<file path="src/rtl/icache_rxdat_beat_assembler.sv">
// icache_rxdat_beat_assembler
//
// Collects the narrow data beats of one linefill response into a full cacheline.
// It then presents the line, together with its MSHR entry index, txnid and opcode,
// as a single valid/ready transfer to the icache data array controller.
// There is a single line buffer, so beats of different transactions never interleave.
//
// Optional feature macro: ICACHE_RXDAT_OOO_BEAT_EN
//   defined   : beats may arrive in any beat_id order. A per-slot mask tracks which
//               slots have been received. The line completes when the mask is full.
//               A repeated slot is flagged as an error and is overwritten.
//   undefined : beat_id must match the running beat count. A mismatch is flagged,
//               and the beat is written to the slot given by the count.
//
// Ports:
//   i_clk, i_rst            clock; synchronous active-high reset
//   i_bus_rxdat_*           narrow beat channel (vld/rdy, data, beat_id, last, entry_idx,
//                           txnid, opcode); o_bus_rxdat_rdy depends on state only
//   o_line_*, i_line_rdy    assembled line channel (vld/rdy, data, entry_idx, txnid, opcode)
//   o_err                   sticky protocol error, cleared only by reset
module icache_rxdat_beat_assembler #(
  parameter int unsigned BEAT_WIDTH      = 128,
  parameter int unsigned LINE_WIDTH      = 512,
  parameter int unsigned BEATS           = LINE_WIDTH / BEAT_WIDTH,
  parameter int unsigned ENTRY_IDX_WIDTH = 4,
  parameter int unsigned TXNID_WIDTH     = 8,
  parameter int unsigned OPCODE_WIDTH    = 2
) (
  input  logic                       i_clk,
  input  logic                       i_rst,
  input  logic                       i_bus_rxdat_vld,
  output logic                       o_bus_rxdat_rdy,
  input  logic [BEAT_WIDTH-1:0]      i_bus_rxdat_data,
  input  logic [$clog2(BEATS)-1:0]   i_bus_rxdat_beat_id,
  input  logic                       i_bus_rxdat_last,
  input  logic [ENTRY_IDX_WIDTH-1:0] i_bus_rxdat_entry_idx,
  input  logic [TXNID_WIDTH-1:0]     i_bus_rxdat_txnid,
  input  logic [OPCODE_WIDTH-1:0]    i_bus_rxdat_opcode,
  output logic                       o_line_vld,
  input  logic                       i_line_rdy,
  output logic [LINE_WIDTH-1:0]      o_line_data,
  output logic [ENTRY_IDX_WIDTH-1:0] o_line_entry_idx,
  output logic [TXNID_WIDTH-1:0]     o_line_txnid,
  output logic [OPCODE_WIDTH-1:0]    o_line_opcode,
  output logic                       o_err
);

  localparam int unsigned BidW = $clog2(BEATS);
  localparam int unsigned CntW = BidW + 1;

  typedef enum logic [1:0] {StIdle, StCollect, StHold} state_e;

  state_e                             r_state, w_state_nxt;
  logic [BEATS-1:0][BEAT_WIDTH-1:0]   r_line;
  logic [CntW-1:0]                    r_cnt;
  logic [ENTRY_IDX_WIDTH-1:0]         r_entry_idx;
  logic [TXNID_WIDTH-1:0]             r_txnid;
  logic [OPCODE_WIDTH-1:0]            r_opcode;
  logic                               r_err;

  logic                               w_beat_fire;
  logic                               w_line_fire;
  logic                               w_first;
  logic [BidW-1:0]                    w_slot;
  logic                               w_complete;
  logic                               w_id_err;
  logic                               w_meta_err;
  logic                               w_last_err;

  // Ready is a pure function of state; no path from either valid or i_line_rdy.
  assign o_bus_rxdat_rdy = (r_state != StHold);
  assign o_line_vld      = (r_state == StHold);
  assign w_beat_fire     = i_bus_rxdat_vld & o_bus_rxdat_rdy;
  assign w_line_fire     = o_line_vld & i_line_rdy;
  assign w_first         = (r_state == StIdle);

`ifdef ICACHE_RXDAT_OOO_BEAT_EN
  logic [BEATS-1:0] r_mask;
  logic [BEATS-1:0] w_beat_bit;
  logic [BEATS-1:0] w_mask_nxt;

  assign w_beat_bit = {{(BEATS-1){1'b0}}, 1'b1} << i_bus_rxdat_beat_id;
  assign w_mask_nxt = r_mask | w_beat_bit;
  assign w_slot     = i_bus_rxdat_beat_id;
  assign w_complete = &w_mask_nxt;
  // A slot already present in the mask is a duplicate.
  assign w_id_err   = |(r_mask & w_beat_bit);

  always_ff @(posedge i_clk) begin
    if (i_rst) begin
      r_mask <= '0;
    end else if (w_line_fire) begin
      r_mask <= '0;
    end else if (w_beat_fire) begin
      r_mask <= w_mask_nxt;
    end
  end
`else
  // In-order: the running count, not beat_id, selects the slot.
  assign w_slot     = r_cnt[BidW-1:0];
  assign w_complete = (r_cnt == CntW'(BEATS - 1));
  assign w_id_err   = (i_bus_rxdat_beat_id != w_slot);
`endif

  // The first beat defines the captured identity, so it cannot mismatch.
  assign w_meta_err = ~w_first &
                      ((i_bus_rxdat_entry_idx != r_entry_idx) |
                       (i_bus_rxdat_txnid != r_txnid));
  assign w_last_err = (i_bus_rxdat_last != w_complete);

  always_comb begin
    w_state_nxt = r_state;
    unique case (r_state)
      StIdle: begin
        if (w_beat_fire) w_state_nxt = w_complete ? StHold : StCollect;
      end
      StCollect: begin
        if (w_beat_fire && w_complete) w_state_nxt = StHold;
      end
      StHold: begin
        if (i_line_rdy) w_state_nxt = StIdle;
      end
      default: w_state_nxt = StIdle;
    endcase
  end

  always_ff @(posedge i_clk) begin
    if (i_rst) begin
      r_state     <= StIdle;
      r_line      <= '0;
      r_cnt       <= '0;
      r_entry_idx <= '0;
      r_txnid     <= '0;
      r_opcode    <= '0;
      r_err       <= 1'b0;
    end else begin
      r_state <= w_state_nxt;
      if (w_beat_fire) begin
        // Errors are informational: the beat is always written and the FSM advances.
        r_line[w_slot] <= i_bus_rxdat_data;
        r_cnt          <= r_cnt + 1'b1;
        r_err          <= r_err | w_id_err | w_meta_err | w_last_err;
        if (w_first) begin
          r_entry_idx <= i_bus_rxdat_entry_idx;
          r_txnid     <= i_bus_rxdat_txnid;
          r_opcode    <= i_bus_rxdat_opcode;
        end
      end
      if (w_line_fire) begin
        r_cnt <= '0;
      end
    end
  end

  assign o_line_data      = r_line;
  assign o_line_entry_idx = r_entry_idx;
  assign o_line_txnid     = r_txnid;
  assign o_line_opcode    = r_opcode;
  assign o_err            = r_err;

endmodule

</file>
<file path="config.mk">
export PLATFORM = sky130hd
export DESIGN_NAME = icache_rxdat_beat_assembler
export DESIGN_NICKNAME = d
export VERILOG_FILES = /design/src/rtl/icache_rxdat_beat_assembler.sv
export SDC_FILE = /design/constraint.sdc
export NUM_CORES = 1
export LEC_CHECK = 0
export ABC_AREA = 0
export BUFFER_PORTS_ARGS = -buffer_cell sky130_fd_sc_hd__buf_2
export CAP_MARGIN = 20
export CORE_AREA = 8 8 262 264
export CTS_CLUSTER_SIZE = 28
export DETAILED_ROUTE_END_ITERATION = 10
export DIE_AREA = 0 0 270 272
export PLACE_DENSITY = 0.64
export SYNTH_ARGS = -nofsm -noshare
export SYNTH_HDL_FRONTEND = slang
export SYNTH_SLANG_ARGS = --single-unit
</file>
<file path="constraint.sdc">
create_clock -name i_clk -period 1.8 [get_ports i_clk]
set_input_delay 0.27 -clock i_clk [delete_from_list [all_inputs] [get_ports i_clk]]
set_output_delay 0.27 -clock i_clk [all_outputs]
set_load 0.005 [all_outputs]
</file>
### Yosys cells after proc, flatten, opt, wreduce, memory -nomap -nowiden

Cells that the tools add are included.

* register bits: 532
* word-level logic and storage cells: 46
* input bits: 149
* output and inout bits: 529

* equal/unequal tests: 11
* muxes and demuxes: 8
* $add $sub $neg: 1
* reduce and logical (&&, ||, !) cells: 6
* bitwise logic cells: 8
* order comparisons: 2

Operators with widths (count)
* $bwmux W512: 1
* $demux W128 S2: 1
* $mux W128: 1
* $mux W2: 4
* $ne A8 B8 Y1: 1
* $ne A2 B2 Y1 const B: 3
* $pmux W2 S3: 1
* $ne A4 B4 Y1: 1
* $or A1 B1 Y1: 4
* $add A3 B1 Y3 const B: 1
* $and A1 B1 Y1: 3
* $eq A3 B2 Y1 const B: 1
* $lt A2 B3 Y1 const B: 1
* $reduce_and A3 Y1: 1
* $eq A2 B1 Y1 const B: 1
* $eq A2 B2 Y1 const B: 1
* $ge A2 B1 Y1 const B: 1
* $logic_and A1 B1 Y1: 2
* $logic_not A2 Y1: 1
* $ne A2 B1 Y1 const B: 1
* $ne A2 B2 Y1: 1
* $reduce_and A2 Y1: 1
* $reduce_or A2 Y1: 1
* $ne A1 B1 Y1: 1
* $not A1 Y1: 1

### Depth between registers and ports, before layout

Gate-level depths: netlist (run 1).

* depth in word-level cells: 5
* gate-level depth with buffers: 7
* depth with buffers taken out: 6

### Worst setup path before layout (run 1)

No wires, ideal clock.

* path type: flip-flop to flip-flop
* start point: register r_cnt[0]
* end point: register r_err (netlist: o_err)
* arrival: 1.395 ns
* slack: 0.274 ns
* required time: 1.670 ns
* stages on the path, launching flop included: 7
* clock period less this slack: 1.526 ns
* library setup time: 0.130 ns
* path buffers: 0
* path through: dfxtp_1 -> ha_1 -> ha_1 -> xnor2_1 -> nand3_1 -> nor4_1 -> o22ai_1

* cells in the longest elaborated chain, start to end: 4
* elaborated cells on any way between the ends: 6
* classes of those cells: eq/ne: 3; bitwise: 3

RTL lines
* from (decl): line 55 `logic [CntW-1:0] r_cnt;`
* from (signal assigned): line 141 `r_cnt <= r_cnt + 1'b1;`
* $ne A2 B2 Y1: line 102 `assign w_id_err = (i_bus_rxdat_beat_id != w_slot);`
* $or A1 B1 Y1 (2 in a row): line 142 `r_err <= r_err | w_id_err | w_meta_err | w_last_err;`
* $or A1 B1 Y1 *: line 142
* to (signal assigned): line 142
* to (decl): line 59 `logic r_err;`

Every way passes the cells marked *; elsewhere a longest branch is shown, timed or not.
A chain may end at the register's enable or synchronous reset.

### Worst setup path in the final report (run 1)

* start point: register r_state[0]
* end point: output o_line_vld

* cells in the longest elaborated chain, start to end: 1

RTL lines
* from (decl): line 53 `state_e r_state, w_state_nxt;`
* from (signal assigned): line 129 `r_state <= StIdle;`
* from (signal assigned): line 137 `r_state <= w_state_nxt;`
* $eq A2 B2 Y1: line 72 `assign o_line_vld = (r_state == StHold);`
* to (decl): line 39 `output logic o_line_vld,`

No other way between the ends.

==> results.md, run 1 <==
- Die Y: 272 um
- Leakage: 11.5 nW
- Drt total wl: 76.0 mm
- Cell Area, Synth: 19,200 um^2
- Final #Nets: 3,291
- Critical Path RT: 1.53 ns
- Status: finished, final reports clean
- Final worst path period share: 0.934
- WP data arrival: 1.41 ns
- Reg2reg end: o_err
- CTS tree: yes
- Cells after Synth: 2,346
- RSZ-0062 raised after global routing: false
- FMAX: 0.595 GHz
- Min-Delay Path Depth: 3
- Drt initial violations: 1,186
- Reg-to-reg startpoint: r_cnt[0]
- CTS clk-pin slew, worst paths: 0.07 ns
- Area of the multi-input gates: 7380 um^2
- Clock Path Buffers: 3
- Largest family of logic cells by synthesized area: simple AND/OR/NAND/NOR gates
- Max-slew violation count: 0
- HPWL Detailed: 54.0 mm
- Routed len/inst: 18.8 um
- Layout cell share with drive strength beyond 1: 0.306
- Clock Skews: 0.0161 ns
- Syn nets: 2,500
- Rel. slew slack: 0.586
- H-tree levels: 2
- Setup TNS: 0 ns
- FILL cells: 6,495
- HP Start: i_bus_rxdat_data[10]
- Mux cell area share after synthesis: 0.000522
- Register Area: 10,700 um^2
- Drc violations: 0
- Core footprint: 64,800 um^2
- CP Launch Type: flop
- DP Area: 23,700 um^2
- CTS Sinks: 532
- Critical path class: reg2out
- Initial Util: 0.296
- Num rows: 94
- Pre-CTS setup slack: 0.0713 ns
- CP Max Fanout: 4
- Fin area: 27,000 um^2
- Final worst slack: 0.118 ns
- Vias in the first global route: 18,705
- CTS buffer count: 55
- Minimum clock period: 1.68 ns
- Synth Area in Simple Gates: 0.219
- Number of primary I/O pins: 678
- Vias per cell: 4.69
- Synthesized area per cell: 8.18 um^2
- Die area: 73,400 um^2
- Max_cap viols: 0
- Remaining antenna violation count after routing: 0
- Design Power: 26.9 mW
- Peak supply drop: 0.669 mV
- Worst-Margin Slew: 0.619 ns
- Distinct cells, synth: 32
- Drt pass-1 iters: 8
- Synth warn: 0
- Clk_lat worst skew: 0.59 ns
- Post-Synth Adder-Cell Area: 0.00326
- Largest net degree at the start of global routing: 70
- Fin cells: 4,046
- GRT Overall Usage: 0.195
- Port Buf Inserts: 677
- Post-synthesis compound-gate area fraction: 0.152
- Area growth syn-to-layout: 40.6%
- CP Capture Type: output port
- Final setup viols: 0
- Vias: 18,975
- Dpl cells: 3,804
- HP Class: in2reg
- WHS Endpoint: o_line_data[394]
- FF-to-FF setup slack: 0.16 ns
- Xor/xnor share of the synthesized area: 0.00685
- Root buffer cell: clkbuf_16
- Final Hold Viols: 0
- GRT Residual Overflow: 0
- #FFs+latches synth: 532
- PD cells: 998 nW/um^2
- First-pass GRT wire length: 115 mm
- Worst r2r path cells: 6
- Initial antenna violation count: 5
- Die W: 270 um
- Seq/Total Area, Yosys: 0.555
- GP Congestion: 0.837
[cell usage after synthesis, drive strengths merged]
cell        n  share of area
a2111oi     1        0.00046
a21oi     527           0.15
a2bb2oi     1        0.00046
a31oi       1        0.00033
a32oi       1        0.00046
and2        1        0.00033
and3        4         0.0013
buf       124          0.052
clkbuf     52          0.010
dfxtp     532           0.56
ha          5         0.0033
inv         5        0.00098
mux2i       1        0.00052
nand2    1056           0.21
nand2b      1        0.00072
nand3       6         0.0023
nand4       3        0.00098
nor2        5        0.00098
nor2b       1        0.00033
nor4        1        0.00033
o21ai       1        0.00026
o22a        1        0.00046
o22ai       1        0.00033
xnor2      15         0.0068
[registers in the layout, indices dropped and copies added, names as in the netlist]
signal and cells:
o_line_opcode 2, o_line_txnid 8, o_line_data 512, r_cnt 3
r_state 2, o_line_entry_idx 4, o_err 1
[report_power, final]
group,internal [mW],switching [mW],total (mW),leakage [nW]
sequential,12.2,0.225,12.4,4.32
clock,6.89,4.83,11.7,0.912
combinational,1.15,1.65,2.80,6.27
[through the flow]
step                       util  hold slack [ns]
after global placement    0.366            0.438
after detailed placement  0.366            0.442
after floorplan               -            0.406
after CTS                 0.416          0.00977
after global routing      0.416           0.0303
final                     0.416           0.0499
[worst max path at each step]
stage               start         end  slack, ns  depth (start not counted)
6_report       r_state[0]  o_line_vld       0.12                          4
2_1_floorplan    r_cnt[0]       o_err       0.27                          6
5_1_grt        r_state[0]  o_line_vld       0.05                          4
3_5_place_dp     r_cnt[0]       o_err       0.07                          6
3_3_place_gp     r_cnt[0]       o_err       0.05                          6
4_1_cts        r_state[1]  o_line_vld       0.05                          4
[cells in the final DEF (no fill, tap or decap), drive strengths merged]
cell | Yosys | final
a21oi | 527 | 527
nor2 | 5 | 5
o21ai | 1 | 1
clkinvlp | 0 | 2
dfxtp | 532 | 532
diode | 0 | 2
ha | 5 | 5
a32oi | 1 | 1
inv | 5 | 8
a2bb2oi | 1 | 1
xnor2 | 15 | 15
clkinv | 0 | 11
a31oi | 1 | 1
a2111oi | 1 | 1
nor4 | 1 | 1
clkbuf | 52 | 79
nand3 | 6 | 6
bufinv | 0 | 5
nand2b | 1 | 1
dlygate4sd3 | 0 | 138
nand2 | 1056 | 1056
buf | 124 | 772
and2 | 1 | 1
nand4 | 3 | 3
nor2b | 1 | 1
o22a | 1 | 1
and3 | 4 | 4
o22ai | 1 | 1
mux2i | 1 | 1
[layer usage]
layer,vias up,GRT usage,routed length (um)
li1,9117,-,-
met1,8907,0.237,31400
met2,795,0.327,35500
met3,150,0.0589,6370
met4,6,0.0673,2730
met5,-,0,37
[cell type report]
class,count,area share
diodes,2,0.000185
clock buffers,79,0.0593
clock inverters,21,0.00923
inverters,5,0.000695
multi-input cells,1633,0.274
flip-flops and latches,532,0.395
well taps,864,0.0401
repair buffers,910,0.222
[cell families after synthesis]
kind of cell | count (synthesis)
multiplexers | 1
AO/OA/AOI/OAI | 534
adder cells (fa/ha/maj) | 5
AND/OR/NAND/NOR | 1078
XOR/XNOR | 15
flip-flops | 532
buffers and inverters | 181
[timing repair]
item                       in CTS  in global routing
resized for setup               0                  6
hold buffers                  138                  0
hold endpoints to repair      501                  0
buffers inserted                2                  0
setup endpoints to repair       2                 10
[critical path, cell delays in order, from the launching register on]
cell and delay [ns]:
dfxtp_2 0.36, nand2b_4 0.15, buf_4 0.15, inv_1 0.04
buf_2 0.12
No activity file was read; power rests on OpenSTA's default activity.
==> inputs of run 2 (changes only) <==
CORE_AREA = 2 2 264 266   (was 8 8 262 264)
DIE_AREA = 0 0 266 268   (was 0 0 270 272)
PLACE_DENSITY = 0.62   (was 0.64)
==> run 2 against run 1 <==
Against the previous run: register-to-register slack about the same; total power down 2.0%; clock skew up 0.0042 ns; combinational power about the same.
==> results.md, run 2 (same netlist as run 1, synthesis figures left out) <==
- Die Y: 268 um (-1.5%)
- GRT Overall Usage: 0.191 (-0.00419)
- HP Start: i_bus_rxdat_data[9]
- FMAX: 0.575 GHz (-3.4%)
- RSZ-0062 raised after global routing: false
- Clock Skews: 0.0203 ns (+0.00421 ns)
- HP Class: in2reg
- Remaining antenna violation count after routing: 0 (unchanged)
- PD cells: 982 nW/um^2 (-1.6%)
- Status: finished, final reports clean
- P_int: 19.8 mW (-2.0%)
- Vias: 18,806 (-0.89%)
- DP Area: 23,700 um^2 (unchanged)
- CP startpoint: r_state[0]
- Setup TNS: 0 ns (unchanged)
- Number of primary I/O pins: 678 (unchanged)
- Clk_lat worst skew: 0.59 ns (about the same)
- Worst r2r path cells: 6 (unchanged)
- CTS buffer count: 55 (unchanged)
- Switching Share: 0.249 (about the same)
- Clock power share: 0.424 (-0.011)
- Port Buf Inserts: 677 (unchanged)
- Rel. slew slack: 0.601 (+0.0145)
- Vias per cell: 4.62 (-1.4%)
- Area growth syn-to-layout: 40.0%
- Vias in the first global route: 17,651 (-5.6%)
- Leakage: 11.5 nW (-0.40%)
- Final setup viols: 0 (unchanged)
- Drt initial violations: 1,106 (-6.7%)
- WP data arrival: 1.47 ns (+0.06 ns)
- CTS clk-pin slew, worst paths: 0.06 ns (about the same)
- GP Congestion: 0.840 (+0.41%)
- Final worst slack: 0.0594 ns (-0.0586 ns)
- Critical path class: reg2out
- Critical Path End: o_line_vld
- Num rows: 96 (+2.1%)
- Reg-to-reg startpoint: r_state[0]
- Die W: 266 um (-1.5%)
- Drt pass-1 iters: 5 (-3)
- Fin area: 26,900 um^2 (-0.45%)
- Sequential share of power: 0.470 (+0.009)
- Drc violations: 0 (unchanged)
- Reg2reg end: o_line_data[410]
- FF-to-FF setup slack: 0.16 ns (about the same)
- Sw Pwr: 6.57 mW (-2.1%)
- Final #Nets: 3,295 (+0.12%)
- Layout cell share with drive strength beyond 1: 0.305 (-0.00145)
- Initial antenna violation count: 1 (-4)
- CTS tree: yes
- Final worst path period share: 0.967 (+0.0326)
- CP Launch Type: flop
- HPWL Detailed: 50.9 mm (-5.7%)
- Max FFs per register: 512 (unchanged)
- H-tree levels: 2 (unchanged)
- Routed len/inst: 17.8 um (-5.4%)
- Worst-Margin Slew: 0.598 ns (-0.0217 ns)
- Root buffer cell: clkbuf_16
- Peak supply drop: 0.704 mV (+5.3%)
- CP Max Fanout: 12 (+8)
- Commonest non-fill, non-tap cell in the layout: nand2_1
- CP Capture Type: output port
- Post-CTS setup buffer count: 0 (-2)
- CTS Sinks: 532 (unchanged)
- First-pass GRT wire length: 107 mm (-6.9%)
- Initial Util: 0.281 (-0.0148)
- Largest net degree at the start of global routing: 70 (unchanged)
- Most frequent cells in the layout: nand2_1 (1,016), buf_2 (676), dfxtp_1 (530)
- Drt total wl: 72.3 mm (-4.9%)
- Critical Path RT: 1.53 ns (about the same)
- Core footprint: 68,200 um^2 (+5.3%)
- Die area: 71,300 um^2 (-2.9%)
- Minimum clock period: 1.74 ns (+0.0586 ns)
- Max-slew violation count: 0 (unchanged)
- Pre-CTS setup slack: 0.0932 ns (+0.0218 ns)
- Clock Path Buffers: 3 (unchanged)
- GRT Residual Overflow: 0 (unchanged)
- Final Hold Viols: 0 (unchanged)
- Power share of the combinational group: 0.107 (+0.003)
- Max_cap viols: 0 (unchanged)
## run 2: critical path: stages, from the launching register on
cell	delay (ns)
dfxtp_1	0.36
nand2b_4	0.29
inv_1	0.09
buf_2	0.13
## run 2: stage by stage
| stage | hold slack (ns) | util | total power, mW | instances |
|---|---|---|---|---|
| after floorplan | 0.406 | - | 13.9 | 2346 |
| after global placement | 0.437 | 0.348 | 15.2 | 3829 |
| after detailed placement | 0.442 | 0.348 | 15.2 | 3829 |
| after CTS | 0.000528 | 0.394 | 26.6 | 4064 |
| after global routing | 0.0220 | 0.394 | 27.3 | 4064 |
| final | 0.0287 | 0.394 | 26.4 | 4067 |
## run 2: worst min path at each step
stage,to,slack (ns),cells past startpoint
after CTS,o_line_data[369],0.0005,2
after floorplan,o_line_data[100],0.41,2
after detailed placement,o_line_data[341],0.44,2
after global placement,o_line_data[506],0.44,2
after global routing,o_line_data[477],0.02,2
final,o_line_data[265],0.03,3
## run 2: routing by layer
metal  vias to the layer above  track usage  part of all wire
li1                       9122            -                 -
met1                      8831        0.235              0.41
met2                       716        0.325              0.47
met3                       137       0.0504             0.082
met4                         0       0.0624             0.032
met5                         -            0                 0
## run 2: power by group through the flow
stage          logic (mW)  registers, mW  clock network (mW)
2_1_floorplan        1.19           12.7                   0
3_5_place_dp         2.59           12.6                   0
4_1_cts              2.83           12.4                11.4
3_3_place_gp         2.57           12.6                   0
6_report             2.81           12.4                11.2
5_1_grt              3.05           12.4                11.8
## run 2: cell type report
cell class | instances | area, um^2
fillers | 6949 | 41400
flip-flops and latches | 532 | 10700
multi-input cells | 1633 | 7380
repair buffers | 914 | 5950
clock buffers | 88 | 1670
well taps | 882 | 1100
clock inverters | 10 | 81.3
inverters | 5 | 18.8
diodes | 3 | 7.51
## run 2: repair_timing
action / in CTS / in global routing
setup endpoints to repair: 0 / 1
gates resized for setup: 0 / 3
hold buffers: 137 / 0
endpoints found under the hold margin: 496 / 0
